**src/rtl/dcache_req_arbiter.sv**
```systemverilog
// Shares the single dcache port between the two execute-stage memory pipes.
// The older pipe 0 is served first. Pipe 1 is served after pipe 0's data returns. A flush drains in-flight data.
module dcache_req_arbiter #(
    parameter  int ADDR_W = 32,
    parameter  int DATA_W = 32,
    localparam int STRB_W = DATA_W / 8
) (
    input  logic                clk,
    input  logic                rst,
    input  logic                flush,
    input  logic [1:0]          req_valid,
    input  logic [1:0]          req_we,
    input  logic [2*ADDR_W-1:0] req_addr,
    input  logic [2*DATA_W-1:0] req_wdata,
    input  logic [2*STRB_W-1:0] req_wstrb,
    output logic                dc_valid,
    output logic                dc_we,
    output logic [ADDR_W-1:0]   dc_addr,
    output logic [DATA_W-1:0]   dc_wdata,
    output logic [STRB_W-1:0]   dc_wstrb,
    input  logic                dc_addr_ok,
    input  logic                dc_data_ok,
    input  logic [DATA_W-1:0]   dc_rdata,
    output logic [1:0]          resp_valid,
    output logic [DATA_W-1:0]   resp_rdata,
    output logic                pause_mem
);

    typedef enum logic [2:0] {
        IDLE,
        REQ0,
        WAIT0,
        REQ1,
        WAIT1,
        DRAIN
    } state_t;

    state_t state, next_state;

    logic              held_we    [2];
    logic [ADDR_W-1:0] held_addr  [2];
    logic [DATA_W-1:0] held_wdata [2];
    logic [STRB_W-1:0] held_wstrb [2];
    logic              held_valid1;

    logic capture;
    logic sel;

    assign capture = (state == IDLE) && !flush && (req_valid != 2'b00);
    assign sel     = (state == REQ1) || (state == WAIT1);

    // Both pipes are latched together in IDLE and then frozen until the block returns to IDLE.
    always_ff @(posedge clk or negedge rst) begin
        if (!rst) begin
            state       <= IDLE;
            held_valid1 <= 1'b0;
            for (int i = 0; i < 2; i++) begin
                held_we[i]    <= 1'b0;
                held_addr[i]  <= '0;
                held_wdata[i] <= '0;
                held_wstrb[i] <= '0;
            end
        end else begin
            state <= next_state;
            if (capture) begin
                held_valid1 <= req_valid[1];
                for (int i = 0; i < 2; i++) begin
                    held_we[i]    <= req_we[i];
                    held_addr[i]  <= req_addr[i*ADDR_W +: ADDR_W];
                    held_wdata[i] <= req_wdata[i*DATA_W +: DATA_W];
                    held_wstrb[i] <= req_wstrb[i*STRB_W +: STRB_W];
                end
            end
        end
    end

    always_comb begin
        next_state = state;
        dc_valid   = 1'b0;
        dc_we      = 1'b0;
        dc_addr    = '0;
        dc_wdata   = '0;
        dc_wstrb   = '0;
        resp_valid = 2'b00;
        resp_rdata = '0;
        pause_mem  = 1'b0;

        case (state)
            IDLE: begin
                if (capture) begin
                    pause_mem  = rst;
                    next_state = req_valid[0] ? REQ0 : REQ1;
                end
            end

            REQ0, REQ1: begin
                dc_valid  = 1'b1;
                dc_we     = held_we[sel];
                dc_addr   = held_addr[sel];
                dc_wdata  = held_wdata[sel];
                dc_wstrb  = held_wstrb[sel];
                pause_mem = 1'b1;
                // An accepted request must still have its data drained, even when it is flushed.
                if (flush) begin
                    next_state = dc_addr_ok ? DRAIN : IDLE;
                end else if (dc_addr_ok) begin
                    next_state = (state == REQ0) ? WAIT0 : WAIT1;
                end
            end

            WAIT0, WAIT1: begin
                pause_mem = 1'b1;
                if (dc_data_ok) begin
                    if (flush) begin
                        next_state = IDLE;
                        pause_mem  = 1'b0;
                    end else begin
                        resp_valid[sel] = 1'b1;
                        resp_rdata      = dc_rdata;
                        if ((state == WAIT0) && held_valid1) begin
                            next_state = REQ1;
                        end else begin
                            next_state = IDLE;
                            pause_mem  = 1'b0;
                        end
                    end
                end else if (flush) begin
                    next_state = DRAIN;
                end
            end

            DRAIN: begin
                pause_mem = 1'b1;
                if (dc_data_ok) begin
                    next_state = IDLE;
                end
            end

            default: next_state = IDLE;
        endcase
    end

    a_data_ok_expected: assert property (
        @(posedge clk) disable iff (!rst)
        dc_data_ok |-> ((state == WAIT0) || (state == WAIT1) || (state == DRAIN))
    );

endmodule

```
**config.mk**
```make
export PLATFORM = sky130hd
export DESIGN_NAME = dcache_req_arbiter
export DESIGN_NICKNAME = d
export VERILOG_FILES = /design/src/rtl/dcache_req_arbiter.sv
export SDC_FILE = /design/constraint.sdc
export NUM_CORES = 1
export LEC_CHECK = 0
export BUFFER_PORTS_ARGS = -buffer_cell sky130_fd_sc_hd__buf_2
export CORE_MARGIN = 2
export CORE_UTILIZATION = 54
export CTS_BUF_LIST = sky130_fd_sc_hd__clkbuf_4
export DETAILED_ROUTE_END_ITERATION = 12
export GPL_ROUTABILITY_DRIVEN = 0
export HOLD_SLACK_MARGIN = 0.1
export PLACE_DENSITY = 0.88
export REMOVE_ABC_BUFFERS = 1
export SLEW_MARGIN = 20
export SYNTH_ARGS = -nofsm -noshare
export SYNTH_HDL_FRONTEND = slang
export SYNTH_SLANG_ARGS = --single-unit
```
**constraint.sdc**
```tcl
create_clock -name clk -period 3.4 [get_ports clk]
set_clock_uncertainty 0.1 [all_clocks]
set_input_delay 0.68 -clock clk [delete_from_list [all_inputs] [get_ports clk]]
set_output_delay 0.68 -clock clk [all_outputs]
set_load 0.02 [all_outputs]
```
==> impl_metrics.toml <==
[critical_path]
worst-path-max-fanout = 30
slowest_stage = "dfrtp_1"
critPathKind = "reg -> out"
startpoint = "state[1]"
slowest_delay_ns = 0.53
worstPathArrival_ns = 2.36
critical_path_required_ns = 2.62
critPathLaunchType = "flop"
worstSetupEndpointType = "output port"
r2r_start = "state[0]"
r2r_slack_ns = 0.98
path_cells = "nand2b_2 -> o22a_2 -> buf_4 -> nand2_1 -> a21oi_1 -> buf_2"

[yosys]
yosys.area.top_type = "dfrtp_1"
synth-edff-count = 0
syn_inst = 616
yosysUniqueCellTypes = 30
synth-main-ff-cell = "dfrtp_1"
ys_seq_area_share_pct = 50.0
ys_seq_elements = 142
synth_commonest_cells = "nand2_1, dfrtp_1, mux2_4, a21oi_1, mux2_2"
syn_area_um2 = 7100
synth_top_area_share_pct = 50.0
synth.avg_cell_area_um2 = 11.5
synthTopCellsByArea = "dfrtp_1, mux2_4, mux2_2"
yosysWarnings = 0
async_flop_share_pct = 100
yosysMostFrequentCell = "nand2_1"

[finish]
fin_cells = 1062
nFillCells = 970
num-nets-final = 1054
final_cell_area_um2 = 8810
num_antenna_cells = 0
drive_gt1_share_pct = 52.6
synthToLayoutAreaGrowth_pct = 24.0

[global_route]
grt_usage_pct = 25.7
grt_max_degree = 143
antenna_found_initial = 0
grt_pass1_wl_um = 28600
grt_pass1_vias = 5698
overflow = 0

[routing]
routedWlPerCell_um = 16.7
drc = 0
ant_nets = 0
drt_wl_total_um = 17700
vias = 5559
viasPerCell = 5.23
firstDrtPassIters = 5
drt_iter0_markers = 256

[clocking]
clk_pin_slew_ns = 0.13
cts_buffers = 17
cts_sinks = 142
post_cts_buffers = 0
htreeDepth = 4
clock_path_buffers = 2
cts_tree = "built"
cts_root_buf = "clkbuf_4"
clock_latency_ns = 0.52

[floorplanning]
fp.dieArea_um2 = 14100
rows = 41
num_io_pins = 282
fp.dieH_um = 119
die_w_um = 119
core-area_um2 = 12700
initial_utilization_pct = 55.8

[timing]
rsz0062_at_grt = "no"
finalCritPeriodShare_pct = 92.4
setup_viol = 0
slew_viol_final = 0
worst_pin_slew_ns = 1.05
worst_slack_ns = 0.258
finalCriticalPeriod_ns = 3.14
hold_violations = 0
max_freq_mhz = 318
slew_headroom_pct = 30.0
whs_ns = 0.158

[placement]
dp_hpwl_um = 12500
port_buffers = 281
dpl-instance-area_um2 = 8520
dp_slack_ns = 0.643
dpl.cell_count = 1030

[power]
ir_drop_mv = 0.536
comb_power_share_pct = 50.3
power_density_nw_per_um2 = 938
seq_power_share_pct = 37.3
swShare_pct = 40.3
power.leakage_uw = 0.00450
clkPwrFrac_pct = 12.4
p_int_uw = 4930
power.switching_uw = 3330

[run_status]
status = "finished, final reports clean"

[job]
max-cap-violations = 0

[hold_path]
hp-class = "in -> async"
==> path summary, 6_finish.rpt <==
path                             endpoint  cells after the start
setup / recovery              dc_wdata[8]                      6
hold / removal              held_addr[21]                      2
setup reg to reg           held_wdata[63]                      4
hold reg to reg             held_addr[19]                      1
max in group asynchronous        state[0]                      2
min in group clk           held_wdata[28]                      2
==> cells in the final DEF, fill, tap and decap left out, types with 6 or more instances in the layout <==
cell      synthesis  layout
mux2_4           87      87
and2_1           32      32
dfrtp_1         142     140
nor2_1           10      10
mux2_2           53      53
clkbuf_4          0      18
nand2_1         143     143
buf_2            21     280
a21oi_1          72      72
o21ai_0           6       6
==> cell families (layout without fill, tap and decap cells) <==
| group | count (synthesis) | after routing | synth area share, % |
|---|---|---|---|
| AND/OR/NAND/NOR | 197 | 197 | 12.0 |
| flip-flops | 142 | 142 | 50.0 |
| multiplexers | 140 | 140 | 26.8 |
| buffers and inverters | 50 | 324 | 4.56 |
| AO/OA/AOI/OAI | 87 | 87 | 6.66 |
==> metal layers <==
layer / GRT usage [%] / part of all wire (%) / up-vias
li1: - / - / 2603
met1: 31.2 / 40 / 2724
met2: 44.3 / 51 / 212
met3: 7.38 / 7.5 / 20
met4: 7.74 / 1.5 / 0
met5: 0 / 0 / -
==> stage by stage <==
step                power, uW  util [%]  setup TNS (ns)
global route             8810      69.2               0
finish                   8270      69.2               0
detailed placement       7250      67.0               0
floorplan                6180         -         -367.74
CTS                      8300      69.1               0
global placement         7100      67.0               0
==> power groups by stage <==
| stage | Combinational [uW] | Sequential, uW | Clock (uW) |
|---|---|---|---|
| final | 4160 | 3080 | 1030 |
| after global routing | 4490 | 3190 | 1120 |
| after CTS | 4160 | 3080 | 1060 |
| after detailed placement | 4150 | 3100 | 0 |
| after global placement | 4050 | 3050 | 0 |
| after floorplan | 3250 | 2930 | 0 |
==> worst max-delay path: cells and delay by family (launching register included) <==
family | cells | cell delay, ns
AOI/OAI and AO/OA | 2 | 0.34
buffers and inverters | 2 | 0.54
DFF | 1 | 0.53
and+or+nand+nor | 2 | 0.40
==> registers in the layout (all words and copies together), names as in the netlist <==
name / count
held_valid1: 1
state: 3
held_wdata: 64
held_we: 2
held_wstrb: 8
held_addr: 64
==> final cells by class <==
| cell class | count | area, um2 | area share (%) |
|---|---|---|---|
| clock buffer | 18 | 135 | 1.53 |
| inverter | 2 | 7.51 | 0.0852 |
| clock inverter | 14 | 134 | 1.52 |
| sequential | 142 | 3560 | 40.4 |
| timing repair buffer | 290 | 1520 | 17.2 |
| tap | 172 | 215 | 2.44 |
| multi-input combinational | 424 | 3240 | 36.8 |
==> timing repair <==
action                                  CTS  global route
gates resized for setup                   0             6
endpoints found under the setup margin    0            69
hold endpoints to repair                  0             0
hold buffers                              0             0
No activity file was read; power rests on OpenSTA's default activity.
